==> config.mk <==
export PLATFORM = sky130hd
export DESIGN_NAME = dds_sweep_ctrl
export DESIGN_NICKNAME = d
export VERILOG_FILES = /design/src/rtl/dds_sweep_ctrl.sv
export SDC_FILE = /design/constraint.sdc
export NUM_CORES = 1
export LEC_CHECK = 0
export ABC_AREA = 0
export CAP_MARGIN = 0
export CORE_UTILIZATION = 30
export DETAILED_ROUTE_END_ITERATION = 10
export SLEW_MARGIN = 25
export SYNTH_ARGS = -nofsm -noshare
export SYNTH_HDL_FRONTEND = slang
export SYNTH_SLANG_ARGS = --single-unit
==> constraint.sdc <==
create_clock -name clk -period 5.57 [get_ports clk]
set_clock_uncertainty 0.15 [all_clocks]
set_input_delay 1.671 -clock clk [delete_from_list [all_inputs] [get_ports clk]]
set_output_delay 1.671 -clock clk [all_outputs]
set_load 0.05 [all_outputs]
==> src/rtl/dds_sweep_ctrl.sv <==
// ---------------------------------------------------------------------------
// dds_sweep_ctrl
//   Frequency-sweep scheduler for a DDS phase accumulator. Steps the tuning
//   word (fword) from a start word to a stop word by a fixed step, holding
//   each word dwell+1 clocks. Three modes: SINGLE (one pass then done),
//   REPEAT (restart from the start word) and TRIANGLE (ping-pong between the
//   two endpoints). Sweep configuration is captured into shadow registers
//   through a valid/ready handshake that is open only while idle, so a
//   running sweep always sees a stable configuration.
//
// Optional feature macro: SWEEP_PHASE_CLR_EN
//   When defined, adds output phase_clr, a 1-clk pulse coincident with every
//   load of the start word (sweep start and each REPEAT wrap) so the phase
//   accumulator can be zeroed. Not pulsed on TRIANGLE turnarounds or abort.
//
// Ports
//   clk        in   1        system clock
//   rst_n      in   1        synchronous active-low reset
//   cfg_valid  in   1        configuration valid
//   cfg_ready  out  1        configuration accepted when valid&&ready (idle only)
//   cfg_start  in   FW_W     first tuning word
//   cfg_stop   in   FW_W     last tuning word
//   cfg_step   in   FW_W     unsigned step magnitude
//   cfg_dwell  in   DWELL_W  extra hold clocks per word
//   cfg_mode   in   2        0 SINGLE, 1 REPEAT, 2 TRIANGLE, 3 SINGLE
//   start      in   1        begin sweep (ignored unless idle)
//   abort      in   1        stop sweep, highest priority
//   fword      out  FW_W     tuning word (registered)
//   fword_upd  out  1        pulse in the cycle fword takes a new value
//   busy       out  1        sweep running
//   done       out  1        pulse at SINGLE sweep completion
//   phase_clr  out  1        (SWEEP_PHASE_CLR_EN only) start-word load pulse
// ---------------------------------------------------------------------------
module dds_sweep_ctrl #(
  parameter int FW_W    = 32,
  parameter int DWELL_W = 16
) (
  input  logic               clk,
  input  logic               rst_n,
  input  logic               cfg_valid,
  output logic               cfg_ready,
  input  logic [FW_W-1:0]    cfg_start,
  input  logic [FW_W-1:0]    cfg_stop,
  input  logic [FW_W-1:0]    cfg_step,
  input  logic [DWELL_W-1:0] cfg_dwell,
  input  logic [1:0]         cfg_mode,
  input  logic               start,
  input  logic               abort,
  output logic [FW_W-1:0]    fword,
  output logic               fword_upd,
  output logic               busy,
  output logic               done
`ifdef SWEEP_PHASE_CLR_EN
  ,
  output logic               phase_clr
`endif
);

  typedef enum logic [0:0] {
    IDLE = 1'b0,
    RUN  = 1'b1
  } state_t;

  localparam logic [1:0] MODE_REPEAT   = 2'd1;
  localparam logic [1:0] MODE_TRIANGLE = 2'd2;

  // Move cur one step toward tgt. The sum/difference is formed one bit wider
  // so a carry or borrow out of the word is visible; any overshoot of the
  // target, any wrap, or a zero step lands exactly on the target.
  function automatic logic [FW_W-1:0] step_toward(
    input logic [FW_W-1:0] cur,
    input logic [FW_W-1:0] tgt,
    input logic            up,
    input logic [FW_W-1:0] stp
  );
    logic [FW_W:0]   nxt;
    logic [FW_W-1:0] res;
    if (up) begin
      nxt = {1'b0, cur} + {1'b0, stp};
    end else begin
      nxt = {1'b0, cur} - {1'b0, stp};
    end
    if (stp == {FW_W{1'b0}}) begin
      res = tgt;
    end else if (nxt[FW_W]) begin
      res = tgt;
    end else if (up && (nxt[FW_W-1:0] > tgt)) begin
      res = tgt;
    end else if (!up && (nxt[FW_W-1:0] < tgt)) begin
      res = tgt;
    end else begin
      res = nxt[FW_W-1:0];
    end
    return res;
  endfunction

  state_t             state_r;
  logic [FW_W-1:0]    start_r;
  logic [FW_W-1:0]    stop_r;
  logic [FW_W-1:0]    step_r;
  logic [DWELL_W-1:0] dwell_r;
  logic [1:0]         mode_r;
  // Current sweep leg: from_r is where the leg began, to_r where it ends.
  // TRIANGLE swaps them at every turnaround.
  logic [FW_W-1:0]    from_r;
  logic [FW_W-1:0]    to_r;
  logic               dir_up_r;
  logic [DWELL_W-1:0] dwell_cnt_r;

  logic               cfg_accept_s;
  logic [FW_W-1:0]    eff_start_s;
  logic [FW_W-1:0]    eff_stop_s;
  logic [DWELL_W-1:0] eff_dwell_s;
  logic               at_target_s;
  logic [FW_W-1:0]    fwd_word_s;
  logic [FW_W-1:0]    turn_word_s;

  // Effective config for a start: a handshake in the same cycle as start
  // must take effect immediately, so bypass the shadow registers.
  always_comb begin
    cfg_accept_s = cfg_valid && cfg_ready;
    eff_start_s  = start_r;
    eff_stop_s   = stop_r;
    eff_dwell_s  = dwell_r;
    if (cfg_accept_s) begin
      eff_start_s = cfg_start;
      eff_stop_s  = cfg_stop;
      eff_dwell_s = cfg_dwell;
    end else begin
      eff_start_s = start_r;
      eff_stop_s  = stop_r;
      eff_dwell_s = dwell_r;
    end
  end

  // Candidate next words: continue the current leg, or turn around toward
  // the leg origin (TRIANGLE). step_r is stable while running because the
  // config handshake is closed outside IDLE.
  always_comb begin
    at_target_s = (fword == to_r);
    fwd_word_s  = step_toward(fword, to_r, dir_up_r, step_r);
    turn_word_s = step_toward(fword, from_r, !dir_up_r, step_r);
  end

  // Sweep FSM, shadow config capture and all registered outputs.
  always_ff @(posedge clk) begin
    if (!rst_n) begin
      state_r     <= IDLE;
      start_r     <= {FW_W{1'b0}};
      stop_r      <= {FW_W{1'b0}};
      step_r      <= {FW_W{1'b0}};
      dwell_r     <= {DWELL_W{1'b0}};
      mode_r      <= 2'd0;
      from_r      <= {FW_W{1'b0}};
      to_r        <= {FW_W{1'b0}};
      dir_up_r    <= 1'b1;
      dwell_cnt_r <= {DWELL_W{1'b0}};
      fword       <= {FW_W{1'b0}};
      fword_upd   <= 1'b0;
      busy        <= 1'b0;
      done        <= 1'b0;
      cfg_ready   <= 1'b1;
`ifdef SWEEP_PHASE_CLR_EN
      phase_clr   <= 1'b0;
`endif
    end else begin
      fword_upd <= 1'b0;
      done      <= 1'b0;
`ifdef SWEEP_PHASE_CLR_EN
      phase_clr <= 1'b0;
`endif
      if (cfg_accept_s) begin
        start_r <= cfg_start;
        stop_r  <= cfg_stop;
        step_r  <= cfg_step;
        dwell_r <= cfg_dwell;
        mode_r  <= cfg_mode;
      end

      if (abort) begin
        // fword deliberately holds its current value.
        state_r   <= IDLE;
        busy      <= 1'b0;
        cfg_ready <= 1'b1;
      end else begin
        case (state_r)
          IDLE: begin
            if (start) begin
              state_r     <= RUN;
              fword       <= eff_start_s;
              fword_upd   <= 1'b1;
              busy        <= 1'b1;
              cfg_ready   <= 1'b0;
              dwell_cnt_r <= eff_dwell_s;
              from_r      <= eff_start_s;
              to_r        <= eff_stop_s;
              dir_up_r    <= (eff_stop_s >= eff_start_s);
`ifdef SWEEP_PHASE_CLR_EN
              phase_clr   <= 1'b1;
`endif
            end
          end
          RUN: begin
            if (dwell_cnt_r != {DWELL_W{1'b0}}) begin
              dwell_cnt_r <= dwell_cnt_r - DWELL_W'(1);
            end else if (!at_target_s) begin
              fword       <= fwd_word_s;
              fword_upd   <= 1'b1;
              dwell_cnt_r <= dwell_r;
            end else begin
              case (mode_r)
                MODE_REPEAT: begin
                  fword       <= from_r;
                  fword_upd   <= 1'b1;
                  dwell_cnt_r <= dwell_r;
`ifdef SWEEP_PHASE_CLR_EN
                  phase_clr   <= 1'b1;
`endif
                end
                MODE_TRIANGLE: begin
                  // Turnaround: the first word of the new leg is already one
                  // step back toward the old origin.
                  fword       <= turn_word_s;
                  fword_upd   <= 1'b1;
                  dwell_cnt_r <= dwell_r;
                  from_r      <= to_r;
                  to_r        <= from_r;
                  dir_up_r    <= !dir_up_r;
                end
                default: begin
                  // SINGLE (mode 0 and 3): finished, stop word stays.
                  state_r   <= IDLE;
                  busy      <= 1'b0;
                  done      <= 1'b1;
                  cfg_ready <= 1'b1;
                end
              endcase
            end
          end
          default: begin
            state_r   <= IDLE;
            busy      <= 1'b0;
            cfg_ready <= 1'b1;
          end
        endcase
      end
    end
  end

endmodule

==> out/metrics.csv <==
metric,value,unit
DP HPWL,54.0,mm
Final setup viols,0,
"Top FF cell, synth",dfxtp_1,
routed wl met2,29.2,mm
RR Endpoint,fword[16]$_SDFFE_PN0P_,
GRT Total Usage,0.220,
min cycle time layout,5.51,ns
clk buf depth,3,
Crit Reg-Reg Startpoint,step_r[1]$_SDFFE_PN0P_,
"area leader, netlist",dfxtp_1,
Max Slew Vio Count,0,
Worst Tran Pin Value,0.953,ns
drt total wl,68.6,mm
CTS Sinks,232,
metal3 WL,3.61,mm
synthesized area,17700,µm²
async set or reset register ratio after synthesis,0,
cts bufs inserted,29,
VDD IR max,214,µV
worst endpoint required time,5.88,ns
H-tree depth reported by CTS,1,
Total Power,6.91,mW
final worst slack,0.0603,ns
#FFs+latches synth,232,
CTS tree,yes,
Reg2Reg Setup Slack,0.06,ns
initial antenna violation count,0,
combinational share of power,0.442,
"worst slack, placed",-0.275,ns
CP Max Fanout,7,
syn_area_per_cell,7.45,µm²
"top cells by area, synth","dfxtp_1 26%, ha_1 12%, a21oi_1 8.5%",
max-cap violations,0,
chip height,245,µm
area growth from synthesis to layout,33.6,%
fin nets,2969,
post-synthesis cell type count,78,
crit path launch type,flip-flop,
"CTS clk-pin slew, worst paths",0.06,ns
Fin. Hold Viols,0,
first-pass iteration count of the detailed router,5,
Synth Instances,2372,
Yosys warning count,0,
Die Width,245,µm
most frequent cells in the layout,"388 x nor2_1, 287 x a21oi_1, 252 x buf_4, 209 x dfxtp_1, 171 x nand2_1",
Critical Path Sink,fword[16]$_SDFFE_PN0P_,
Critical Path End Type,flip-flop,
kind of critical path,reg2reg,
worst skew pair latency,0.59,ns
Iter 0 DRT Violations,1363,
Leak,10.0,nW
Pwr Density,293,nW/µm²
met1 WL,33.8,mm
Post-synth EDFFs,0,
full die area,59900,µm²
DRC,0,
highest routed layer,met4,
status,completed,
"most common cell after layout, fill and taps aside",nor2_1,
first-pass GRT wire length,103,mm
root buf cell,clkbuf_16,
Std-Cell Rows,88,
share of the synthesized area in the top cell type,0.263,
# hold bufs at CTS,0,
Antenna Nets Post-Route,0,
layout cell share with drive strength beyond 1,0.182,
Port Buffer Count,154,
Sw Pwr,2.64,mW
f_max,0.181,GHz
Syn Nets,2656,
largest net degree at the start of global routing,101,
internal power,4.27,mW
crit path launch,step_r[1]$_SDFFE_PN0P_,
routability cong.,1.00,
Initial Utilization,0.305,
WL/cell,19.8,µm
Hold Crit Class,reg2reg,
GRT overflow,0,
vias,18292,
"Seq/Total Area, Yosys",0.263,
Final Cycle Share,0.989,
RSZ-0062 raised after global routing,yes,
vias per inst,5.27,
register share of total power,0.269,
Top Ports,155,
worst r2r path cells,25,
switching share of power,0.382,
Crit path arrival time,5.82,ns
number of diodes,0,
area of the core,57900,µm²
vias in the first global route,17424,
slew margin rel.,0.365,
clock share of power,0.288,
## worst min path at each step
stage | endpoint | cells past startpoint | start | slack [ns]
after floorplan | mode_r[0]$_SDFFE_PN0P_ | 2 | mode_r[0]$_SDFFE_PN0P_ | 0.29
after global placement | mode_r[0]$_SDFFE_PN0P_ | 2 | mode_r[0]$_SDFFE_PN0P_ | 0.30
after detailed placement | mode_r[0]$_SDFFE_PN0P_ | 2 | mode_r[0]$_SDFFE_PN0P_ | 0.31
after CTS | mode_r[0]$_SDFFE_PN0P_ | 2 | mode_r[0]$_SDFFE_PN0P_ | 0.32
after global routing | mode_r[0]$_SDFFE_PN0P_ | 2 | mode_r[0]$_SDFFE_PN0P_ | 0.34
final | mode_r[0]$_SDFFE_PN0P_ | 2 | mode_r[0]$_SDFFE_PN0P_ | 0.32
## state kept, by name, indices dropped and copies added, names as in the netlist
register	cells
stop_r	32
cfg_ready	1
state_r	1
to_r	32
dwell_r	16
busy	1
fword	32
start_r	32
fword_upd	1
step_r	32
dwell_cnt_r	16
mode_r	2
from_r	32
dir_up_r	1
done	1
## through the flow
stage / hold WS (ns) / std cells / setup TNS [ns] / cell area [µm²] / utilization
after floorplan: 0.286 / 2372 / 0 / 17700 / -
after global placement: 0.300 / 3398 / -5.27 / 21500 / 0.372
after detailed placement: 0.309 / 3399 / -6.25 / 21600 / 0.372
after CTS: 0.321 / 3460 / 0 / 23200 / 0.401
after global routing: 0.342 / 3471 / -1.77 / 23600 / 0.408
final: 0.318 / 3471 / 0 / 23600 / 0.408
## cell usage after synthesis (19+ instances only)
cell / n
nor2_1: 392
a21oi_1: 301
dfxtp_1: 232
nand2_1: 173
ha_1: 163
inv_1: 162
mux2i_1: 144
o21ai_0: 129
clkbuf_1: 98
xnor2_1: 88
nor3_1: 38
a211oi_1: 34
a21o_1: 31
nand4_1: 31
nand3_1: 29
nor4_1: 28
nor2b_1: 22
a31oi_1: 20
buf_2: 19
## kinds of logic after synthesis
family / count (synthesis) / synth area share
fa+ha+maj: 165 / 0.118
compound gates: 648 / 0.224
xor+xnor: 96 / 0.0476
flops: 232 / 0.263
buf+inv: 306 / 0.0700
simple gates: 776 / 0.192
mux: 149 / 0.0848
## layer usage
layer  vias up  track usage
li1       8889            -
met1      8778        0.326
met2       542        0.331
met3        83       0.0237
met4         0       0.0654
met5         -            0
## worst max-delay path: stages, from the launching register on
cell and delay (ns):
dfxtp_2 0.33, inv_1 0.06, ha_1 0.29, nand2b_1 0.10
a21oi_2 0.15, buf_4 0.15, o211ai_1 0.16, a2111oi_2 0.38
buf_4 0.20, nor2_2 0.06, o41ai_4 0.33, mux2i_1 0.17
xnor2_2 0.21, ha_1 0.30, and3_4 0.17, nand4_1 0.09
or4_4 0.57, a31oi_4 0.18, a211oi_4 0.06, o21a_1 0.18
a22oi_2 0.18, buf_6 0.18, buf_12 0.14, mux2i_1 0.21
o21ai_1 0.10, o221a_2 0.26
## power groups by stage
stage	Combinational [mW]	Clock, mW	Sequential (mW)
floorplan	1.61	0	1.93
global placement	2.72	0	1.88
detailed placement	2.76	0	1.88
CTS	2.89	2.04	1.85
global route	3.29	2.10	1.87
finish	3.06	1.99	1.86
## area by class of cell
class / instances / area, µm²
clock buffer: 38 / 810
clock inverter: 14 / 184
fill: 5929 / 34300
inverter: 164 / 621
multi-input combinational: 1834 / 12600
sequential: 232 / 4680
tap: 765 / 957
timing repair buffer: 424 / 3760
## repair_timing
action | in CTS | in global routing
setup buffers | 9 | 10
hold endpoints to repair | 0 | 0
setup endpoints to repair | 32 | 32
cloned | 2 | 1
pin swaps | 47 | 49
gates resized for setup | 117 | 71
Note: power is estimated with default switching activity, not from simulation.
